===== config.mk =====
export PLATFORM = sky130hd
export DESIGN_NAME = seg_display_mux
export DESIGN_NICKNAME = d
export VERILOG_FILES = /design/src/rtl/seg_display_mux.sv
export SDC_FILE = /design/constraint.sdc
export NUM_CORES = 1
export LEC_CHECK = 0
export ABC_AREA = 1
export CAP_MARGIN = 20
export CORE_ASPECT_RATIO = 0.5
export CORE_MARGIN = 1.5
export CORE_UTILIZATION = 40
export CTS_BUF_LIST = sky130_fd_sc_hd__clkbuf_8
export CTS_CLUSTER_DIAMETER = 60
export DETAILED_ROUTE_END_ITERATION = 6
export DONT_BUFFER_PORTS = 1
export SLEW_MARGIN = 20
export SYNTH_ARGS = -nofsm -noshare
export SYNTH_HDL_FRONTEND = slang
export SYNTH_SLANG_ARGS = --single-unit
export TNS_END_PERCENT = 10

===== constraint.sdc =====
create_clock -name clk -period 1.65 [get_ports clk]
set_input_delay 0.33 -clock clk [delete_from_list [all_inputs] [get_ports clk]]
set_output_delay 0.33 -clock clk [all_outputs]
set_load 0.1 [all_outputs]

===== src/rtl/seg_display_mux.sv =====
// Multiplexed seven-segment driver: binary fields are converted to BCD by a
// sequential double-dabble engine, then scanned out with blanking, PWM and blink.
module seg_display_mux #(
  parameter int NUM_FIELDS   = 2,
  parameter int FIELD_DIGITS = 2,
  parameter int VAL_W        = 7,
  parameter int SCAN_DIV     = 4096,
  parameter int BLINK_FRAMES = 64
) (
  input  logic                                 clk,
  input  logic                                 rst_n,
  input  logic [NUM_FIELDS*VAL_W-1:0]          value,
  input  logic                                 load,
  input  logic [NUM_FIELDS-1:0]                blank_lz,
  input  logic [NUM_FIELDS-1:0]                blink_en,
  input  logic [3:0]                           bright,
  output logic [6:0]                           segment,
  output logic [NUM_FIELDS*FIELD_DIGITS-1:0]   select,
  output logic                                 busy,
  output logic                                 done
);

  localparam int D      = NUM_FIELDS * FIELD_DIGITS;
  localparam int BCD_W  = FIELD_DIGITS * 4;
  localparam int FI_W   = (NUM_FIELDS > 1) ? $clog2(NUM_FIELDS) : 1;
  localparam int BC_W   = (VAL_W > 1) ? $clog2(VAL_W) : 1;
  localparam int DI_W   = (D > 1) ? $clog2(D) : 1;
  localparam int SLOT_W = $clog2(SCAN_DIV);
  localparam int FR_W   = (BLINK_FRAMES > 1) ? $clog2(BLINK_FRAMES) : 1;
  localparam int MAX_VAL = 10**FIELD_DIGITS - 1;

  localparam logic [FI_W-1:0]   LAST_FIELD = FI_W'(NUM_FIELDS - 1);
  localparam logic [BC_W-1:0]   LAST_BIT   = BC_W'(VAL_W - 1);
  localparam logic [DI_W-1:0]   LAST_DIGIT = DI_W'(D - 1);
  localparam logic [SLOT_W-1:0] LAST_SLOT  = {SLOT_W{1'b1}};
  localparam logic [FR_W-1:0]   LAST_FRAME = FR_W'(BLINK_FRAMES - 1);

  localparam logic [1:0] S_IDLE   = 2'd0;
  localparam logic [1:0] S_CONV   = 2'd1;
  localparam logic [1:0] S_COMMIT = 2'd2;

  logic [1:0]                  state;
  logic [NUM_FIELDS*VAL_W-1:0] shadow;
  logic [FI_W-1:0]             field_idx;
  logic [FI_W-1:0]             next_field;
  logic [BC_W-1:0]             bit_cnt;
  logic [VAL_W-1:0]            bin;
  logic [BCD_W-1:0]            bcd;
  logic [BCD_W-1:0]            bcd_adj;
  logic [BCD_W-1:0]            bcd_next;
  logic [D*4-1:0]              pend_bcd;
  logic [D*4-1:0]              digits;
  logic [NUM_FIELDS-1:0]       ovf;
  logic [NUM_FIELDS-1:0]       ovf_next;

  logic [SLOT_W-1:0]           slot;
  logic [DI_W-1:0]             scan_idx;
  logic [FR_W-1:0]             frame_cnt;
  logic                        phase;

  logic [D-1:0]                lit;
  logic [D-1:0]                dig_ovf;
  logic                        zero_run;
  logic                        blanked;
  logic [3:0]                  cur_digit;
  logic                        pwm_on;
  logic [6:0]                  seg_next;
  logic [D-1:0]                sel_next;

  function automatic logic [6:0] decode(input logic [3:0] d);
    case (d)
      4'd0:    decode = 7'b0111111;
      4'd1:    decode = 7'b0000110;
      4'd2:    decode = 7'b1011011;
      4'd3:    decode = 7'b1001111;
      4'd4:    decode = 7'b1100110;
      4'd5:    decode = 7'b1101101;
      4'd6:    decode = 7'b1111101;
      4'd7:    decode = 7'b0000111;
      4'd8:    decode = 7'b1111111;
      4'd9:    decode = 7'b1101111;
      default: decode = 7'b0000000;
    endcase
  endfunction

  // One double-dabble step: correct every nibble, then shift in the next binary MSB.
  always_comb begin
    bcd_adj = bcd;
    for (int n = 0; n < FIELD_DIGITS; n++) begin
      if (bcd[n*4 +: 4] >= 4'd5) bcd_adj[n*4 +: 4] = bcd[n*4 +: 4] + 4'd3;
    end
    bcd_next   = {bcd_adj[BCD_W-2:0], bin[VAL_W-1]};
    next_field = field_idx + 1'b1;
  end

  always_comb begin
    ovf_next = '0;
    for (int f = 0; f < NUM_FIELDS; f++) begin
      ovf_next[f] = 32'(shadow[f*VAL_W +: VAL_W]) > 32'(MAX_VAL);
    end
  end

  // Digits are staged in pend_bcd and only become visible together at commit,
  // so the scanner never shows a half-updated field.
  always_ff @(posedge clk or negedge rst_n) begin
    if (!rst_n) begin
      state     <= S_IDLE;
      shadow    <= '0;
      field_idx <= '0;
      bit_cnt   <= '0;
      bin       <= '0;
      bcd       <= '0;
      pend_bcd  <= '0;
      digits    <= '0;
      ovf       <= '0;
      busy      <= 1'b0;
      done      <= 1'b0;
    end else begin
      done <= 1'b0;
      case (state)
        S_IDLE: begin
          if (load) begin
            shadow    <= value;
            field_idx <= '0;
            bit_cnt   <= '0;
            bin       <= value[VAL_W-1:0];
            bcd       <= '0;
            busy      <= 1'b1;
            state     <= S_CONV;
          end
        end
        S_CONV: begin
          bin <= bin << 1;
          bcd <= bcd_next;
          if (bit_cnt == LAST_BIT) begin
            pend_bcd[field_idx*BCD_W +: BCD_W] <= bcd_next;
            bit_cnt <= '0;
            if (field_idx == LAST_FIELD) begin
              state <= S_COMMIT;
            end else begin
              field_idx <= next_field;
              bin       <= shadow[next_field*VAL_W +: VAL_W];
              bcd       <= '0;
            end
          end else begin
            bit_cnt <= bit_cnt + 1'b1;
          end
        end
        S_COMMIT: begin
          digits <= pend_bcd;
          ovf    <= ovf_next;
          done   <= 1'b1;
          busy   <= 1'b0;
          state  <= S_IDLE;
        end
        default: state <= S_IDLE;
      endcase
    end
  end

  // Blink phase starts lit and flips after every BLINK_FRAMES complete frames.
  always_ff @(posedge clk or negedge rst_n) begin
    if (!rst_n) begin
      slot      <= '0;
      scan_idx  <= '0;
      frame_cnt <= '0;
      phase     <= 1'b1;
    end else begin
      slot <= slot + 1'b1;
      if (slot == LAST_SLOT) begin
        if (scan_idx == LAST_DIGIT) begin
          scan_idx <= '0;
          if (frame_cnt == LAST_FRAME) begin
            frame_cnt <= '0;
            phase     <= ~phase;
          end else begin
            frame_cnt <= frame_cnt + 1'b1;
          end
        end else begin
          scan_idx <= scan_idx + 1'b1;
        end
      end
    end
  end

  // Walk each field from its most-significant digit down, tracking an all-zero run.
  always_comb begin
    lit      = '0;
    dig_ovf  = '0;
    zero_run = 1'b1;
    blanked  = 1'b0;
    for (int f = 0; f < NUM_FIELDS; f++) begin
      zero_run = 1'b1;
      for (int k = FIELD_DIGITS - 1; k >= 0; k--) begin
        zero_run = zero_run && (digits[(f*FIELD_DIGITS+k)*4 +: 4] == 4'd0);
        blanked  = blank_lz[f] && !ovf[f] && (k != 0) && zero_run;
        lit[f*FIELD_DIGITS+k]     = !blanked && !(blink_en[f] && !phase);
        dig_ovf[f*FIELD_DIGITS+k] = ovf[f];
      end
    end
  end

  always_comb begin
    cur_digit = digits[scan_idx*4 +: 4];
    pwm_on    = slot[SLOT_W-1 -: 4] <= bright;
    seg_next  = 7'b0000000;
    sel_next  = '0;
    if (lit[scan_idx]) begin
      seg_next = dig_ovf[scan_idx] ? 7'b1000000 : decode(cur_digit);
      if (pwm_on) sel_next = {{(D-1){1'b0}}, 1'b1} << scan_idx;
    end
  end

  always_ff @(posedge clk or negedge rst_n) begin
    if (!rst_n) begin
      segment <= 7'b0000000;
      select  <= '0;
    end else begin
      segment <= seg_next;
      select  <= sel_next;
    end
  end

endmodule


# == Yosys cells after proc, flatten, opt, wreduce, memory -nomap -nowiden ==
# Memories as Yosys holds them, arrays and structs flattened.
# Index checks and enable logic that the tools add are counted.
# classes
order_cmp,6
reduce_logical,28
n_addsub,8
n_mux,35
n_shift,5
eq_ne,9
bitwise_logic,1
n_mul,1
# ops
operator,count
$mux 7,5
$neg 4->34,1
$shift 8x34->16 const A,1
$shiftx 8x34->16,1
$mux 8,3
$bwmux 16,1
$pmux 8 s2,1
$shiftx 16x5->4,1
$gt 7x7->1 const B,2
$pmux 7 s2,1
$shiftx 14x5->7,1
$add 12x1->12 const B,1
$eq 12x12->1 const B,1
$mux 4,3
$reduce_and 2->1,5
$mux 3,3
$reduce_and 3->1,3
$ge 4x3->1 const B,2
$logic_and 1x1->1,8
$logic_not 4->1,2
$mux 2,4
$logic_not 1->1,7
$mux 1,7
$add 6x1->6 const B,1
other kinds (22),28
# word_totals
memories,1
romBits,112
output_inout_bits,13
regBits,103
# memory_table
name,words,width,rd,rd_ports_with_merged_regs,wr,line_no,source
(name not given),16,7,1,0,0,71,case (d)

# == Logic depth before layout (Yosys ltp) ==
# Gate-level depths: netlist of the first run.
# depth
depth_word,8
depth_mapped,13
ltp_nobuf,11

# == Worst setup path after synthesis of the first run ==
# OpenSTA, ideal clock, no wires.
# synth_path
path_type,register -> register
from,register scan_idx[0]
to,register segment[0]
path_stages_with_launch,12
path_slack_ps,51
t_arrival_ps,1527
period_less_slack_ps,1599
setup_ps,73
cell_sequence,dfrtp_1 buf_4 inv_2 buf_6 nand2_1 nand3_1 nand2_1 inv_1 ha_1 o21ai_0 nor2_1 nor2_1
# synth_via
elab_chain_len,4
elab_cells_between_ends,8
# synth_rtl
element,line_no,source
"start, declared",57,logic [DI_W-1:0] scan_idx;
"start signal, assigned",180,scan_idx <= scan_idx + 1'b1;
$shiftx 16x5->4 or $bmux 1 s2 (tied branches),"204, 209",
$mem_v2 16x7 or $mux 1 (tied branches),-,
$mux 7,209,seg_next = dig_ovf[scan_idx] ? 7'b1000000 : decode(cur_digit);
$mux 7 (*),208,if (lit[scan_idx]) begin
via seg_next[0],67,logic [6:0] seg_next;
"end signal, assigned",219,segment <= seg_next;
"end, declared",17,"output logic [6:0] segment,"
# The timed path passes the listed nets; every way through them passes the cells marked *. The select of a mux whose other input is x is not followed.
# A chain may end at the register's enable or synchronous reset.

# == Worst setup path after layout of the first run ==
# layout_path
from,register scan_idx[0]
to,register segment[4]
# Same word-level chain as after synthesis.

==> results of run 1 <==
## cells by family after synthesis
| kind of cell | after synthesis |
|---|---|
| and+or+nand+nor | 287 |
| DFF | 101 |
| buffers and inverters | 69 |
| AOI/OAI and AO/OA | 66 |
| adders and majority gates | 20 |
| xor gates and xnor gates | 14 |
## how the worst max path moves through the flow
stage | end | slack [ps] | cells after the start
2_1_floorplan | segment[0]$_DFF_PN0_ | 50 | 11
6_report | segment[4]$_DFF_PN0_ | 60 | 10
5_1_grt | segment[3]$_DFF_PN0_ | -80 | 9
4_1_cts | segment[4]$_DFF_PN0_ | 50 | 10
3_5_place_dp | segment[4]$_DFF_PN0_ | -10 | 10
3_3_place_gp | segment[4]$_DFF_PN0_ | 50 | 10
## sequential cells by signal, summed over array words and instances (netlist names)
signal,count
digits,16
pend_bcd,16
shadow,12
slot,12
bcd,8
bin,7
segment,7
frame_cnt,6
select,4
bit_cnt,3
ovf,2
scan_idx,2
state,2
busy,1
done,1
field_idx,1
phase,1
## metal layers
layer	vias up	global-route usage, %	wire (um)
met5	-	0	0
met4	0	4.81	140
met3	10	4.05	230
met2	47	25.2	3940
met1	1642	23.9	5110
li1	1828	-	-
## worst max-delay path, stage by stage, from the launching register on
cell and delay [ps]:
dfrtp_2 480, buf_4 180, nand2_1 60, nand3_1 90
nand2_2 130, inv_1 90, ha_1 200, nand3_1 80
nand3_1 70, nand3_1 80, nor2_1 40
## power breakdown
group | switching [uW] | leakage, uW | internal [uW]
Combinational | 2140 | 0.00145 | 1050
Sequential | 451 | 0.00128 | 3250
Clock | 870 | 0.000122 | 944
Total | 3460 | 0.00285 | 5240
## through the flow
stage,cells,TNS [ps],cell area (um^2)
after CTS,755,0,5390
after global routing,756,-243,5430
after detailed placement,739,-12.0,5150
final,756,0,5430
after global placement,739,0,5150
after floorplan,557,0,4770
## final cells by class
type                       instances  area, um^2
sequential                       101        2530
multi-input combinational        387        1980
tap                              159         199
fill                            1127        5850
timing repair buffer              36         270
inverter                          57         219
clock inverter                     5        81.3
clock buffer                      11         151
## cell usage after synthesis, drive strengths merged
master	n	share of area [%]
o32ai	1	0.18
ha	20	5.3
clkbuf	5	0.39
o311ai	1	0.18
nand3b	2	0.31
xnor2	2	0.37
o21ai	47	5.3
a21oi	6	0.63
nand2	205	17
or2	2	0.26
nand3	38	4.3
xor2	12	2.2
nor3	5	0.76
clkinv	1	0.079
nor2	33	2.8
o211ai	5	0.79
o22ai	6	0.79
nand4	2	0.26
buf	7	1.2
inv	56	4.4
dfstp	1	0.55
dfrtp	100	53
## timing repair
item	CTS	global route
setup buffers	0	1
pin swaps	0	1
endpoints found under the hold margin	101	101
resized for setup	3	10
setup endpoints to repair	3	21
==> results.yml, run 1 <==
placement:
  dp_hpwl_um: 6690
  gp_congestion: 0.858
  place_ws_ps: -12.0
  port_buffers: 0
final_layout:
  fin_nets: 637
  utilization_pct: 48.1
  n_antenna_cell: 0
  drive_above_1_share_pct: 13.6
  layout_commonest_cell: "nand2_1"
  synthToLayoutAreaGrowth_pct: 13.9
  final_cell_mix: "nand2_1 (198), dfrtp_1 (98), inv_1 (53)"
synthesis:
  synth.distinct_cells: 32
  yosysWarnings: 0
  synth-seq-area-share_pct: 53.1
  syn_inst: 557
  syn_avg_cell_area_um2: 8.56
  synthXorXnorAreaFrac_pct: 2.57
  synth_compound_area_share_pct: 7.82
  synth_fp_nets: 602
  synth_adder_area_share_pct: 5.25
  synth-simple-area-share_pct: 25.2
  synth-seq-cells: 101
  synth_top_family_by_area: "simple AND/OR/NAND/NOR gates"
  synth_mux_area_share_pct: 0
  netlist_area_um2: 4770
sta:
  slew_violations: 0
  skew_ps: 12.9
  worst_pin_slew_ps: 414
  whs_ps: -351
  period_needed_ps: 1590
  setup_ws_ps: 55.1
  setup_viol: 0
  slew_headroom_pct: 72.0
  max_freq_ghz: 0.627
  hold_viol: 101
  rsz0062_at_grt: "true"
  min_period_over_period_pct: 96.7
routing:
  wirelength_um: 9420
  vias_per_cell: 4.67
  drc_errors: 0
  vias: 3527
  wl_per_cell_um: 12.5
  first_pass_iters: 4
  drtIter0Drc: 215
  final_antenna_net_count: 0
clock_network:
  clock_latency_ps: 370
  clk_transition_reported_paths_ps: 100
  numCtsBuffers: 9
  clkSinkCount: 101
  cts_root_buf: "clkbuf_8"
  ctsHtreeMaxLevel: 3
  tritoncts: "done"
  cts_buffer_depth: 2
critical_path:
  critPathMaxFanout: 8
  r2r_start: "scan_idx[0]$_DFFE_PN0N_"
  cp-startpoint: "scan_idx[0]$_DFFE_PN0N_"
  r2r_cells: 10
  crit_required_ps: 1910
  worst-setup-path-type: "flip-flop to flip-flop"
  critPathArrivalTime_ps: 1860
  rrSetupSlack_ps: 60
  cp-end-kind: "flip-flop"
  critPathLaunchType: "flip-flop"
  r2r-end: "segment[4]$_DFF_PN0_"
power:
  leakage_uw: 0.00285
  power_uw: 8700
  power_density_nw_per_um2: 1600
  peakVddDrop_mv: 0.545
floorplan:
  die_area_um2: 12600
  design.core.area_um2: 11300
  initial_core_util_pct: 42.2
  ioPinCount: 38
  placementRows: 27
  die_w_um: 157
  die_h_um: 80.2
global_route:
  grt-ovfl-total: 0
  grt_max_degree: 102
  grt_pass1_vias: 3482
  grt_use_total_pct: 16.7
  antenna_found_initial: 0
  grt_pass1_wl_um: 16500
run_status:
  violations: "hold timing"
  status: "complete, but fails checks"
hold_path:
  holdCritPathClass: "input pin to async pin"
job:
  cap_violations: 0
Power figures use the tool's default switching activity.
==> run 2, diff against run 1 <==
- DONT_BUFFER_PORTS: 1 -> default
- RECOVER_POWER: default -> 100
==> results.yml, run 2 (synthesized netlist as in run 1, its figures left out) <==
run_status:
  status: "completed"
global_route:
  grt_max_degree: 44
  antenna_found_initial: 0
  grt_pass1_vias: 3545
  grt_pass1_wl_um: 17000
  grt-ovfl-total: 0
  grt_use_total_pct: 17.3
clock_network:
  tritoncts: "done"
  clk_transition_reported_paths_ps: 100
  clkSinkCount: 101
  ctsHtreeMaxLevel: 3
  cts_buffer_depth: 2
  clock_latency_ps: 370
  cts_root_buf: "clkbuf_8"
  numCtsBuffers: 9
sta:
  slew_headroom_pct: 56.4
  period_needed_ps: 1550
  min_period_over_period_pct: 94.2
  max_freq_ghz: 0.644
  skew_ps: 10.0
  slew_violations: 0
  worst_pin_slew_ps: 654
  hold_viol: 0
  rsz0062_at_grt: "true"
  setup_viol: 0
  whs_ps: 445
  setup_ws_ps: 96.0
power:
  peakVddDrop_mv: 0.655
  pwr-share-comb_pct: 37.9
  seq_power_share_pct: 43.1
  p_switching_uw: 3550
  power_density_nw_per_um2: 1520
  clock_power_share_pct: 19.0
  swShare_pct: 41.2
  leakage_uw: 0.00295
  intPower_uw: 5050
hold_path:
  min_from: "slot[0]$_DFF_PN0_"
  hold_path_end: "slot[0]$_DFF_PN0_"
  holdCritPathClass: "flip-flop to flip-flop"
  whs_path_depth: 1
critical_path:
  r2r-end: "segment[5]$_DFF_PN0_"
  r2r_start: "scan_idx[0]$_DFFE_PN0N_"
  critPathMaxFanout: 6
  crit_required_ps: 1950
  critPathArrivalTime_ps: 1850
  cp-end-kind: "flip-flop"
  critPathLaunchType: "flip-flop"
  rrSetupSlack_ps: 100
  r2r_cells: 10
  worst-setup-path-type: "flip-flop to flip-flop"
placement:
  dpl_cell_area_um2: 5650
  gp_congestion: 0.834
  place_ws_ps: -225
  dp_cells: 773
  port_buffers: 37
  dp_hpwl_um: 7190
final_layout:
  stdcell_count: 791
  top_regs: "digits (16), pend_bcd (16)"
  n_antenna_cell: 0
  final_area_um2: 5670
  seqCellArea_um2: 2530
  synthToLayoutAreaGrowth_pct: 19.0
  fill_cells: 1142
  drive_above_1_share_pct: 13.6
  final_cell_mix: "nand2_1 (198), dfrtp_1 (98), inv_1 (52)"
  fin_nets: 672
  layout_commonest_cell: "nand2_1"
  multiInputGateArea_um2: 1970
floorplan:
  initial_core_util_pct: 42.2
  ioPinCount: 38
  die_w_um: 157
  design.core.area_um2: 11300
  die_h_um: 80.2
  die_area_um2: 12600
  placementRows: 27
routing:
  final_antenna_net_count: 0
  drc_errors: 0
  vias: 3684
  wl_per_cell_um: 12.1
  wirelength_um: 9580
  first_pass_iters: 6
  drtIter0Drc: 188
  vias_per_cell: 4.66
job:
  cap_violations: 0
## run 2: cell count changes in the layout (fill, tap and decap cells not counted), sizes merged
cell and delta:
clkinv +1, dlygate4sd3 +1, clkbuf +9, clkinvlp +1
bufinv -1, clkdlybuf4s50 +23, buf +1
## run 2: through the flow
stage / total power [uW] / util (%) / setup TNS [ps]
after CTS: 8980 / 52.0 / 0
final: 8600 / 50.3 / 0
after global routing: 9330 / 50.3 / -167
after detailed placement: 7320 / 50.1 / -867
after floorplan: 5960 / - / 0
after global placement: 7220 / 50.1 / -664
## run 2: repair_timing
item	in CTS	in global routing
setup endpoints to repair	3	22
resized for setup	2	16
buffers inserted	0	1
pin swaps	0	3
endpoints found under the hold margin	17	0
hold buffers	1	0
## run 2: how the worst max path moves through the flow
stage,endpoint,depth (start not counted),from,slack [ps]
CTS,segment[4]$_DFF_PN0_,10,scan_idx[0]$_DFFE_PN0N_,30
global route,pend_bcd[10]$_DFFE_PN0P_,7,bcd[1]$_DFFE_PN0P_,-40
finish,segment[5]$_DFF_PN0_,10,scan_idx[0]$_DFFE_PN0N_,100
floorplan,segment[0]$_DFF_PN0_,11,scan_idx[0]$_DFFE_PN0N_,50
global placement,select[0]$_DFF_PN0_,7,bright[3],-170
detailed placement,select[2]$_DFF_PN0_,7,bright[3],-230
## run 2: metal layers
layer  track usage [%]  wire length, um  vias to the layer above  part of all wire, %
met4              4.53              105                        0                  1.1
li1                  -                -                     1903                    -
met1              25.0             5080                     1720                   53
met5                 0                0                        -                    0
met2              26.0             4100                       53                   43
met3              4.10              297                        8                  3.1
## run 2: area by class of cell
type | instances | area share [%]
Sequential cell | 101 | 44.6
Multi-Input combinational cell | 387 | 34.7
Timing Repair Buffer | 71 | 9.68
Inverter | 57 | 3.82
Tap cell | 159 | 3.51
Clock buffer | 10 | 2.43
Clock inverter | 6 | 1.21
## run 2: worst max-delay path, cell delays in order, from the launching register on
cell     delay, ps
dfrtp_2        470
buf_4          150
nand2_1         50
nand3_1         90
nand2_2         90
inv_1           80
buf_4          130
ha_1           180
nor2_1         100
nor2_1          50
nor2_1         100
## run 2: power groups by stage
stage	combinational [uW]	sequential, uW	clock (uW)
global placement	3440	3790	0
floorplan	1740	4220	0
global route	3710	3810	1810
detailed placement	3510	3800	0
finish	3260	3710	1640
CTS	3530	3760	1690
==> run 3, diff against run 2 <==
- CAP_MARGIN: 20 -> 10
==> results of run 3 <==
Final layout, timing and power as in run 2 (identical DEF).
